### config.mk
export PLATFORM = sky130hd
export DESIGN_NAME = frame_receiver
export DESIGN_NICKNAME = d
export VERILOG_FILES = /design/src/rtl/frame_receiver.sv
export SDC_FILE = /design/constraint.sdc
export NUM_CORES = 1
export LEC_CHECK = 0
export ABC_CLOCK_PERIOD_IN_PS = 3300
export BUFFER_PORTS_ARGS = -buffer_cell sky130_fd_sc_hd__clkbuf_2
export CAP_MARGIN = 10
export CORE_MARGIN = 1.5
export CORE_UTILIZATION = 50
export CTS_BUF_LIST = sky130_fd_sc_hd__clkbuf_4 sky130_fd_sc_hd__clkbuf_8 sky130_fd_sc_hd__clkbuf_16
export CTS_CLUSTER_SIZE = 16
export DETAILED_ROUTE_END_ITERATION = 16
export GPL_ROUTABILITY_DRIVEN = 1
export PLACE_DENSITY = 0.7
export SLEW_MARGIN = 20
export SYNTH_ARGS = -nofsm -noshare
export SYNTH_HDL_FRONTEND = slang
export SYNTH_SLANG_ARGS = --single-unit
### constraint.sdc
create_clock -name clk -period 3.3 [get_ports clk]
set_clock_uncertainty 0.05 [all_clocks]
set_input_delay 0.99 -clock clk [delete_from_list [all_inputs] [get_ports clk]]
set_output_delay 0.99 -clock clk [all_outputs]
set_load 0.05 [all_outputs]
### src/rtl/frame_receiver.sv
// Receives the rasterizer's 64-pixel stream into a shadow buffer and commits each
// complete frame to a display buffer. The display buffer is row-scanned onto an 8x8 LED matrix.
module frame_receiver #(
  parameter int unsigned SCAN_DIV = 16
) (
  input  logic       clk,
  input  logic       rst,
  input  logic       frame_sync,
  input  logic [3:0] pixel_in,
  input  logic [2:0] rd_row,
  output logic [7:0] rd_data,
  output logic [7:0] row_sel,
  output logic [7:0] col_data,
  output logic       frame_done,
  output logic       frame_err,
  output logic       busy,
  output logic [7:0] frame_cnt
);

  typedef enum logic [0:0] {
    S_IDLE    = 1'b0,
    S_CAPTURE = 1'b1
  } state_t;

  localparam logic [15:0] SCAN_LAST = 16'(SCAN_DIV - 1);

  // Capture side
  state_t          r_state;
  logic [5:0]      r_pix_cnt;
  logic [7:0][7:0] r_shadow;
  logic [7:0][7:0] r_display;
  logic            r_frame_done;
  logic            r_frame_err;
  logic            r_busy;
  logic [7:0]      r_frame_cnt;

  // Scan side
  logic [15:0]     r_scan_cnt;
  logic [2:0]      r_row_idx;
  logic [7:0]      r_row_sel;
  logic [7:0]      r_col_data;

  logic            w_pix;
  logic            w_unused;
  logic [2:0]      w_x;
  logic [2:0]      w_y;
  logic            w_last;
  logic [7:0][7:0] w_commit;
  logic            w_scan_wrap;
  logic [2:0]      w_row_next;

  assign w_pix    = pixel_in[0];
  assign w_unused = ^pixel_in[3:1];
  assign w_x      = r_pix_cnt[2:0];
  assign w_y      = r_pix_cnt[5:3];
  assign w_last   = (r_pix_cnt == 6'd63);

  // The committed frame must include pixel 63, which lands in the shadow on the same edge.
  always_comb begin
    // NOTE: assign a full default before any partial update so no bit is left to hold its old value (latch).
    w_commit       = r_shadow;
    w_commit[7][7] = w_pix;
  end

  always_ff @(posedge clk) begin
    if (rst) begin
      r_state      <= S_IDLE;
      r_pix_cnt    <= '0;
      // NOTE: both buffers are plain flop arrays, not RAM macros, so clearing them in reset is legal and cheap to express.
      r_shadow     <= '0;
      r_display    <= '0;
      r_frame_done <= 1'b0;
      r_frame_err  <= 1'b0;
      r_busy       <= 1'b0;
      r_frame_cnt  <= '0;
    end else begin
      // NOTE: non-blocking assignments everywhere in sequential logic; every read sees the pre-edge value.
      r_frame_done <= 1'b0;
      r_frame_err  <= 1'b0;
      case (r_state)
        S_IDLE: begin
          if (frame_sync) begin
            r_state   <= S_CAPTURE;
            r_busy    <= 1'b1;
            r_pix_cnt <= '0;
          end
        end
        S_CAPTURE: begin
          if (w_last) begin
            r_shadow[w_y][w_x] <= w_pix;
            r_display          <= w_commit;
            r_frame_cnt        <= r_frame_cnt + 8'd1;
            r_frame_done       <= 1'b1;
            r_pix_cnt          <= '0;
            // A sync coincident with pixel 63 opens the next frame straight away.
            if (!frame_sync) begin
              r_state <= S_IDLE;
              r_busy  <= 1'b0;
            end
          end else if (frame_sync) begin
            r_frame_err <= 1'b1;
            r_pix_cnt   <= '0;
          end else begin
            r_shadow[w_y][w_x] <= w_pix;
            r_pix_cnt          <= r_pix_cnt + 6'd1;
          end
        end
        default: begin
          r_state <= S_IDLE;
          r_busy  <= 1'b0;
        end
      endcase
    end
  end

  assign w_scan_wrap = (r_scan_cnt == SCAN_LAST);
  assign w_row_next  = r_row_idx + 3'd1;

  // The scan runs freely; a new frame shows up on col_data at the next row advance.
  always_ff @(posedge clk) begin
    if (rst) begin
      r_scan_cnt <= '0;
      r_row_idx  <= '0;
      r_row_sel  <= 8'h01;
      r_col_data <= 8'h00;
    end else if (w_scan_wrap) begin
      r_scan_cnt <= '0;
      r_row_idx  <= w_row_next;
      r_row_sel  <= 8'd1 << w_row_next;
      r_col_data <= r_display[w_row_next];
    end else begin
      r_scan_cnt <= r_scan_cnt + 16'd1;
    end
  end

  assign rd_data    = r_display[rd_row];
  assign row_sel    = r_row_sel;
  assign col_data   = r_col_data;
  assign frame_done = r_frame_done;
  assign frame_err  = r_frame_err;
  assign busy       = r_busy;
  assign frame_cnt  = r_frame_cnt;

endmodule

Word level (Yosys, flattened, before mapping)
Index checks and enable logic that the tools add are counted.
{"block": "word_totals", "register_bits": 181}
{"block": "classes", "addsub": 4, "magnitude_cmp": 6, "eq_ne": 6, "shift": 1, "n_mux": 23, "bitwise": 1, "n_reduce_logical": 8}
{"cell": "2-to-1 mux 64 bit", "count": 2}
{"cell": "bitwise mux 64 bit", "count": 1}
{"cell": "binary-select mux 8 bit (select 3 bit)", "count": 2}
{"cell": "demux 8 bit (select 3 bit)", "count": 1}
{"cell": "2-to-1 mux 8 bit", "count": 3}
{"cell": "2-to-1 mux 6 bit", "count": 3}
{"cell": "adder 16 x 1 -> 16 bit, second input constant", "count": 1}
{"cell": "equality test 16 x 4 -> 1 bit, second input constant", "count": 1}
{"cell": "< comparator 3 x 4 -> 1 bit, second input constant", "count": 4}
{"cell": "one-hot mux 6 bit (2 select lines)", "count": 1}
{"cell": "adder 8 x 1 -> 8 bit, second input constant", "count": 1}
{"cell": "<< shifter 1 x 3 -> 8 bit, first input constant", "count": 1}
{"cell": "2-to-1 mux 1 bit", "count": 7}
{"cell": "adder 6 x 1 -> 6 bit, second input constant", "count": 1}
{"cell": "equality test 6 bit, second input constant", "count": 1}
{"cell": ">= comparator 3 x 1 -> 1 bit, second input constant", "count": 2}
{"cell": "inequality test 2 x 1 -> 1 bit, second input constant", "count": 2}
{"cell": "inequality test 2 bit, second input constant", "count": 2}
{"cell": "one-hot mux 1 bit (2 select lines)", "count": 2}
{"cell": "AND reduction 2 bit", "count": 2}
{"cell": "OR reduction 2 bit", "count": 2}
{"cell": "adder 3 x 1 -> 3 bit, second input constant", "count": 1}
{"cell": "demux 1 bit (select 3 bit)", "count": 1}
{"cell": "AND reduction 3 bit", "count": 1}
{"cell": "other kinds (3)", "count": 4}

Logic depth before layout (Yosys ltp)
Gate-level depths: netlist of the first run.
{"block": "logic_depth", "depth_word": 9, "ltp_mapped": 7}

Worst setup path after synthesis of the first run
No wires, ideal clock.
{"block": "synth_path", "path_kind": "in2out", "startpoint": "in rd_row[0]", "endpoint": "out rd_data[4]", "t_arrival_ps": 2350, "required_time_ps": 2260, "path_slack_ps": -90, "path_stages": 4, "path_buffers": 2, "cell_sequence": "buf_2 > buf_2 > mux4_2 > mux2_2"}
{"block": "synth_via", "elab_chain_len": 2}
{"element": "start, declared", "line": "10", "rtl": "input logic [2:0] rd_row,"}
{"element": "binary-select mux 8 bit (select 3 bit)", "line": "136", "rtl": "assign rd_data = r_display[rd_row];"}
{"element": "2-to-1 mux 8 bit (implied by the code)", "line": "136"}
{"element": "end, declared", "line": "11", "rtl": "output logic [7:0] rd_data,"}
No other way between the ends. The select of a mux whose other input is x is not followed.

Worst setup path in the final report of the first run
{"block": "layout_path", "startpoint": "in rd_row[0]", "endpoint": "out rd_data[5]"}
Same word-level chain as after synthesis.

==> flow_summary.json, run 1 <==
{
  "post-route-min-period_ns": 3.28,
  "timing.max_slew.rel_slack_pct": 42.3,
  "clock.fmax_mhz": 305,
  "place_hpwl_mm": 13.4,
  "synth_xor_area_share_pct": 2.29,
  "cellLeakagePower_nw": 3.20,
  "route.vias.total": 6932,
  "crit-reg2reg-launch": "r_row_idx[0]",
  "critPathLaunchType": "primary input",
  "fin_total_pwr_w": 0.00433,
  "core_region_area_um2": 15800,
  "synthTopCellsByArea": "dfxtp_1 (45%), a21oi_1 (8.7%), nand2_1 (7.2%)",
  "cts_num_sinks": 180,
  "worst-r2r-setup-slack_ns": 0.69,
  "drc_errors": 0,
  "muxShareOfSynthArea_pct": 9.60,
  "floorplan.die_area_um2": 16800,
  "dr.first_iter.drc_count": 741,
  "clk_transition_reported_paths_ns": 0.07,
  "clock-root-buffer": "clkbuf_16",
  "grt_use_total_pct": 24.9,
  "synth_compound_gate_area_share_pct": 17.9,
  "first_global_vias": 6082,
  "outcome": "complete, no violations",
  "critPathCaptureType": "primary output",
  "layout-drive-gt1-share_pct": 15.4,
  "largest_area_contributor_in_the_netlist": "dfxtp_1",
  "path_class": "in -> out",
  "initial_util_pct": 50.9,
  "path_max_fanout": 7,
  "synthesized_area_per_cell_um2": 8.70,
  "timing.final.crit_share_pct": 99.3,
  "yosys_warnings": 0,
  "cts_tree": "done",
  "largest_net_degree_at_the_start_of_global_routing": 67,
  "synth.top_cells.by_count": "dfxtp_1 (180), nand2_1 (153), a21oi_1 (139)",
  "placement.setup.worst_slack_ns": -0.0367,
  "clock_latency_late_sink_ns": 0.43,
  "final_antenna_net_count": 0,
  "power_density_nw_per_um2": 476,
  "post-synth-top-area-fraction_pct": 44.9,
  "htree_levels": 4,
  "finalSetupViolCount": 0,
  "fp.dieW_um": 130,
  "syn-cell-area_um2": 8030,
  "ff2ff_path_depth": 6,
  "die_y_um": 130,
  "first_element_of_the_critical_path": "rd_row[0]",
  "post-route-util_pct": 57.7,
  "top_count_cell_post_synth": "dfxtp_1",
  "arrival_ns": 2.24,
  "route.detailed.wl_per_inst_um": 18.0,
  "dominantRegCellSynth": "dfxtp_1",
  "critPathCapture": "rd_data[5]",
  "hold_class": "reg -> reg",
  "totalWireLength_mm": 20.9,
  "areaGrowthSynthToFinish_pct": 13.4,
  "io-pin-count": 45,
  "ys_async_sr_fraction_pct": 0,
  "finalMaxSlewViolations": 0,
  "synth_edf_count": 0,
  "tightest_slew_ns": 0.862,
  "max_cap_viol_count": 0,
  "yosysUniqueCellTypes": 58,
  "hold_viol_final": 0,
  "n_antenna_cell": 0,
  "grt_overflow_total": 0,
  "port-buffer-count": 41,
  "rsz0062_at_grt": "false",
  "grt_pass1_wl_mm": 32.6,
  "ir_drop_mv": 0.368,
  "replace_congestion": 0.797,
  "timing.rr.end": "col_data[0]",
  "num-nets-final": 949,
  "post_synth_and_or_nand_nor_area_fraction_pct": 19.8,
  "layout_setup_ws_ns": 0.0222,
  "synthCells": 922,
  "cts_hold_repair.buffers": 0,
  "cts_buffers": 17,
  "post_synth_fa_ha_maj_area_fraction_pct": 1.25,
  "clk_path_buf_depth": 2,
  "cp.required_ns": 2.26,
  "drt_pass1_iterations": 5,
  "synth_top_family_by_area": "simple AND/OR/NAND/NOR gates",
  "route.detailed.vias_per_inst": 5.98,
  "tns_ns": 0,
  "placement_rows": 46,
  "antenna_found_initial": 0,
  "synth-seq-area-share_pct": 44.9,
  "mappedNetlistNets": 940,
  "synth_seq_cells": 180
}
==> stage by stage <==
step / hold slack, ns / area [µm²] / std cells
2_1_floorplan: 0.368 / 8040 / 922
3_3_place_gp: 0.385 / 8400 / 1125
3_5_place_dp: 0.390 / 8400 / 1125
4_1_cts: 0.398 / 9040 / 1157
5_1_grt: 0.406 / 9100 / 1160
6_report: 0.398 / 9100 / 1160
==> worst max-delay path, cell delays in order <==
cell and delay [ns]:
buf_4 0.13, clkbuf_16 0.16, mux4_2 0.49, mux2_4 0.28, clkbuf_8 0.18
==> flip-flops by register name, summed over array words and instances (netlist names) <==
name	cells
r_state	1
frame_err	1
frame_cnt	8
r_scan_cnt	16
r_row_idx	3
r_display	64
r_shadow	63
r_pix_cnt	6
col_data	8
row_sel	8
busy	1
frame_done	1
==> logic make-up after synthesis <==
group / count (synthesis)
compound gates: 251
xor+xnor: 21
fa+ha+maj: 8
buf+inv: 79
flops: 180
mux: 56
simple gates: 327
==> placed cells by master, fill, tap and decap left out, drive strengths merged, types with 4 or more instances in the layout <==
cell type,instances
a21oi,139
a22o,9
a22oi,8
a32o,11
and2,4
and3,4
buf,28
clkbuf,53
clkinv,7
dfxtp,180
ha,8
inv,8
mux2,8
mux2i,32
mux4,16
nand2,153
nand3,72
nand4,8
nor2,33
nor2b,5
nor3,13
nor4,7
o21ai,67
o31ai,5
or3,5
xnor2,15
xor2,6
==> area by class of cell <==
type | instances | area (µm²)
Tap cell | 216 | 270
Timing Repair Buffer | 61 | 492
Sequential cell | 180 | 3600
Clock inverter | 12 | 133
Inverter | 8 | 30.0
Multi-Input combinational cell | 663 | 4120
Clock buffer | 20 | 454
Fill cell | 1464 | 6670
==> layer usage <==
metal  GRT usage (%)  routed length (µm)  part of all wire (%)  vias to the layer above
li1                -                   -                     -                     3303
met1            35.0                9610                    46                     3349
met2            38.3                9590                    46                      237
met3            4.80                1210                   5.8                       43
met4            8.89                 490                   2.3                        0
met5               0                   0                     0                        -
==> power breakdown <==
group,switching (W),internal [W],total [W]
combinational,0.0000942,0.0000414,0.000136
sequential,0.00000761,0.00218,0.00219
clock,0.000857,0.00115,0.00201
==> worst min path at each step <==
stage	from	end	cells past startpoint
after floorplan	r_scan_cnt[0]	r_scan_cnt[0]	1
after global placement	r_shadow[61]	r_display[61]	2
after detailed placement	r_shadow[61]	r_display[61]	2
after CTS	r_shadow[61]	r_display[61]	2
after global routing	r_shadow[61]	r_display[61]	2
final	r_shadow[15]	r_display[15]	2
==> repair_timing <==
item | CTS | global route
resized for setup | 14 | 14
buffers inserted | 0 | 2
endpoints found under the hold margin | 0 | 0
gates cloned | 0 | 1
endpoints found under the setup margin | 8 | 7
(Power assumes the default switching activity.)
==> inputs of run 2 (changes only) <==
==> constraint.sdc (replaced) <==
create_clock -name clk -period 3.3 [get_ports clk]
set_clock_uncertainty 0.05 [all_clocks]
set_input_delay 0.66 -clock clk [delete_from_list [all_inputs] [get_ports clk]]
set_output_delay 0.66 -clock clk [all_outputs]
set_load 0.05 [all_outputs]
==> run 2 against run 1 <==
Against the previous run:
- die area is the same
- worst setup slack gained 0.42 ns
- flip-flop and latch count is the same
- clock power shrank 3%
- largest power group unchanged
- critical endpoint is now rd_data[0]
- via count shrank 3.5%
- critical path depth shrank 1
- register-to-register slack lost 0.10 ns
- highest routed layer unchanged
==> flow_summary.json, run 2 (same netlist as run 1, synthesis figures left out) <==
{
  "layout.area.seq_um2": 3600,
  "tightest_slew_ns": 1.07,
  "hold_viol_final": 0,
  "hold_path_depth": 2,
  "route.detailed.vias_per_inst": 5.82,
  "path_class": "in -> out",
  "area_of_the_multi_input_gates_um2": 4100,
  "fp.dieW_um": 130,
  "route.vias.total": 6688,
  "core_region_area_um2": 15800,
  "io-pin-count": 45,
  "postPlaceCellArea_um2": 8310,
  "final_antenna_net_count": 0,
  "ff2ff_path_depth": 6,
  "largest_registers": "r_display (64), r_shadow (63), r_scan_cnt (16)",
  "drt_pass1_iterations": 5,
  "port-buffer-count": 41,
  "initial_util_pct": 50.9,
  "route.detailed.wl_per_inst_um": 17.6,
  "finalSetupViolCount": 0,
  "totalWireLength_mm": 20.2,
  "timing.final.crit_share_pct": 86.7,
  "floorplan.die_area_um2": 16800,
  "top_register": "r_display",
  "areaGrowthSynthToFinish_pct": 10.5,
  "hold_class": "reg -> reg",
  "filler_cell_count": 1474,
  "clk_transition_reported_paths_ns": 0.06,
  "arrival_ns": 2.15,
  "first_global_vias": 5890,
  "critPathCaptureType": "primary output",
  "cts-resized-gates": 0,
  "rsz0062_at_grt": "false",
  "power_density_nw_per_um2": 479,
  "cts_num_sinks": 180,
  "path_max_fanout": 14,
  "cp.required_ns": 2.59,
  "max_cap_viol_count": 0,
  "die_y_um": 130,
  "outcome": "complete, no violations",
  "num-nets-final": 940,
  "n_antenna_cell": 0,
  "largest_register_ff_count": 64,
  "drc_errors": 0,
  "antenna_found_initial": 0,
  "clock-root-buffer": "clkbuf_16",
  "grt_pass1_wl_mm": 32.2,
  "cts_hold_repair.buffers": 0,
  "layout.cells.most_common": "dfxtp_1",
  "htree_levels": 4,
  "layout-drive-gt1-share_pct": 14.4,
  "postCtsSetupBuffers": 0,
  "cts_tree": "done",
  "critPathLaunchType": "primary input",
  "placement_rows": 46,
  "clock.fmax_mhz": 349,
  "grt_use_total_pct": 24.8,
  "dr.first_iter.drc_count": 601,
  "finalMaxSlewViolations": 0,
  "place_hpwl_mm": 13.1,
  "largest_net_degree_at_the_start_of_global_routing": 66,
  "tns_ns": 0,
  "fin_total_pwr_w": 0.00425,
  "cellLeakagePower_nw": 3.10,
  "timing.max_slew.rel_slack_pct": 28.6,
  "replace_congestion": 0.783,
  "ir_drop_mv": 0.378,
  "grt_overflow_total": 0,
  "layout_common_cells": "dfxtp_1 (180), nand2_1 (153), a21oi_1 (139)",
  "clk_path_buf_depth": 2,
  "post-route-min-period_ns": 2.86,
  "clock_latency_late_sink_ns": 0.44,
  "layout.cell_area.non_filler_um2": 8870,
  "cts_buffers": 17
}
run 2: worst paths after layout:
kind / slack, ns / to / startpoint
setup / recovery: 0.44 / rd_data[0] / rd_row[1]
setup reg to reg: 0.59 / col_data[4] / r_row_idx[0]
hold reg to reg: 0.40 / r_display[14] / r_shadow[14]
hold / removal: 0.40 / r_display[14] / r_shadow[14]
run 2: layout make-up:
cell class / count / area share [%]
clock buffers: 22 / 5.50
clock inverters: 8 / 0.874
inverters: 8 / 0.339
multi-input cells: 663 / 46.2
flip-flops and latches: 180 / 40.6
well taps: 216 / 3.05
repair buffers: 52 / 3.41
run 2: metrics by stage:
| stage | setup WS (ns) | std cells | utilization (%) | hold slack (ns) |
|---|---|---|---|---|
| final | 0.438 | 1149 | 56.3 | 0.398 |
| after global routing | 0.360 | 1149 | 56.3 | 0.420 |
| after CTS | 0.429 | 1149 | 56.3 | 0.401 |
| after detailed placement | 0.433 | 1119 | 52.7 | 0.392 |
| after global placement | 0.460 | 1119 | 52.7 | 0.385 |
| after floorplan | 0.570 | 922 | - | 0.368 |
run 2: routing by layer:
metal  vias up  part of all wire [%]  global-route usage (%)
li1       3276                     -                       -
met1      3169                    47                    35.3
met2       210                    45                    37.8
met3        33                   6.2                    5.13
met4         0                   2.1                    8.24
met5         -                     0                       0
run 2: power by group:
part	internal [W]	switching, W	total [W]
sequential	0.00218	0.0000100	0.00219
clock	0.00112	0.000827	0.00194
combinational	0.0000296	0.0000865	0.000116
total	0.00332	0.000923	0.00425
run 2: critical path: stages:
cell	delay (ns)
clkbuf_2	0.38
mux4_2	0.56
mux2_2	0.30
clkbuf_2	0.24
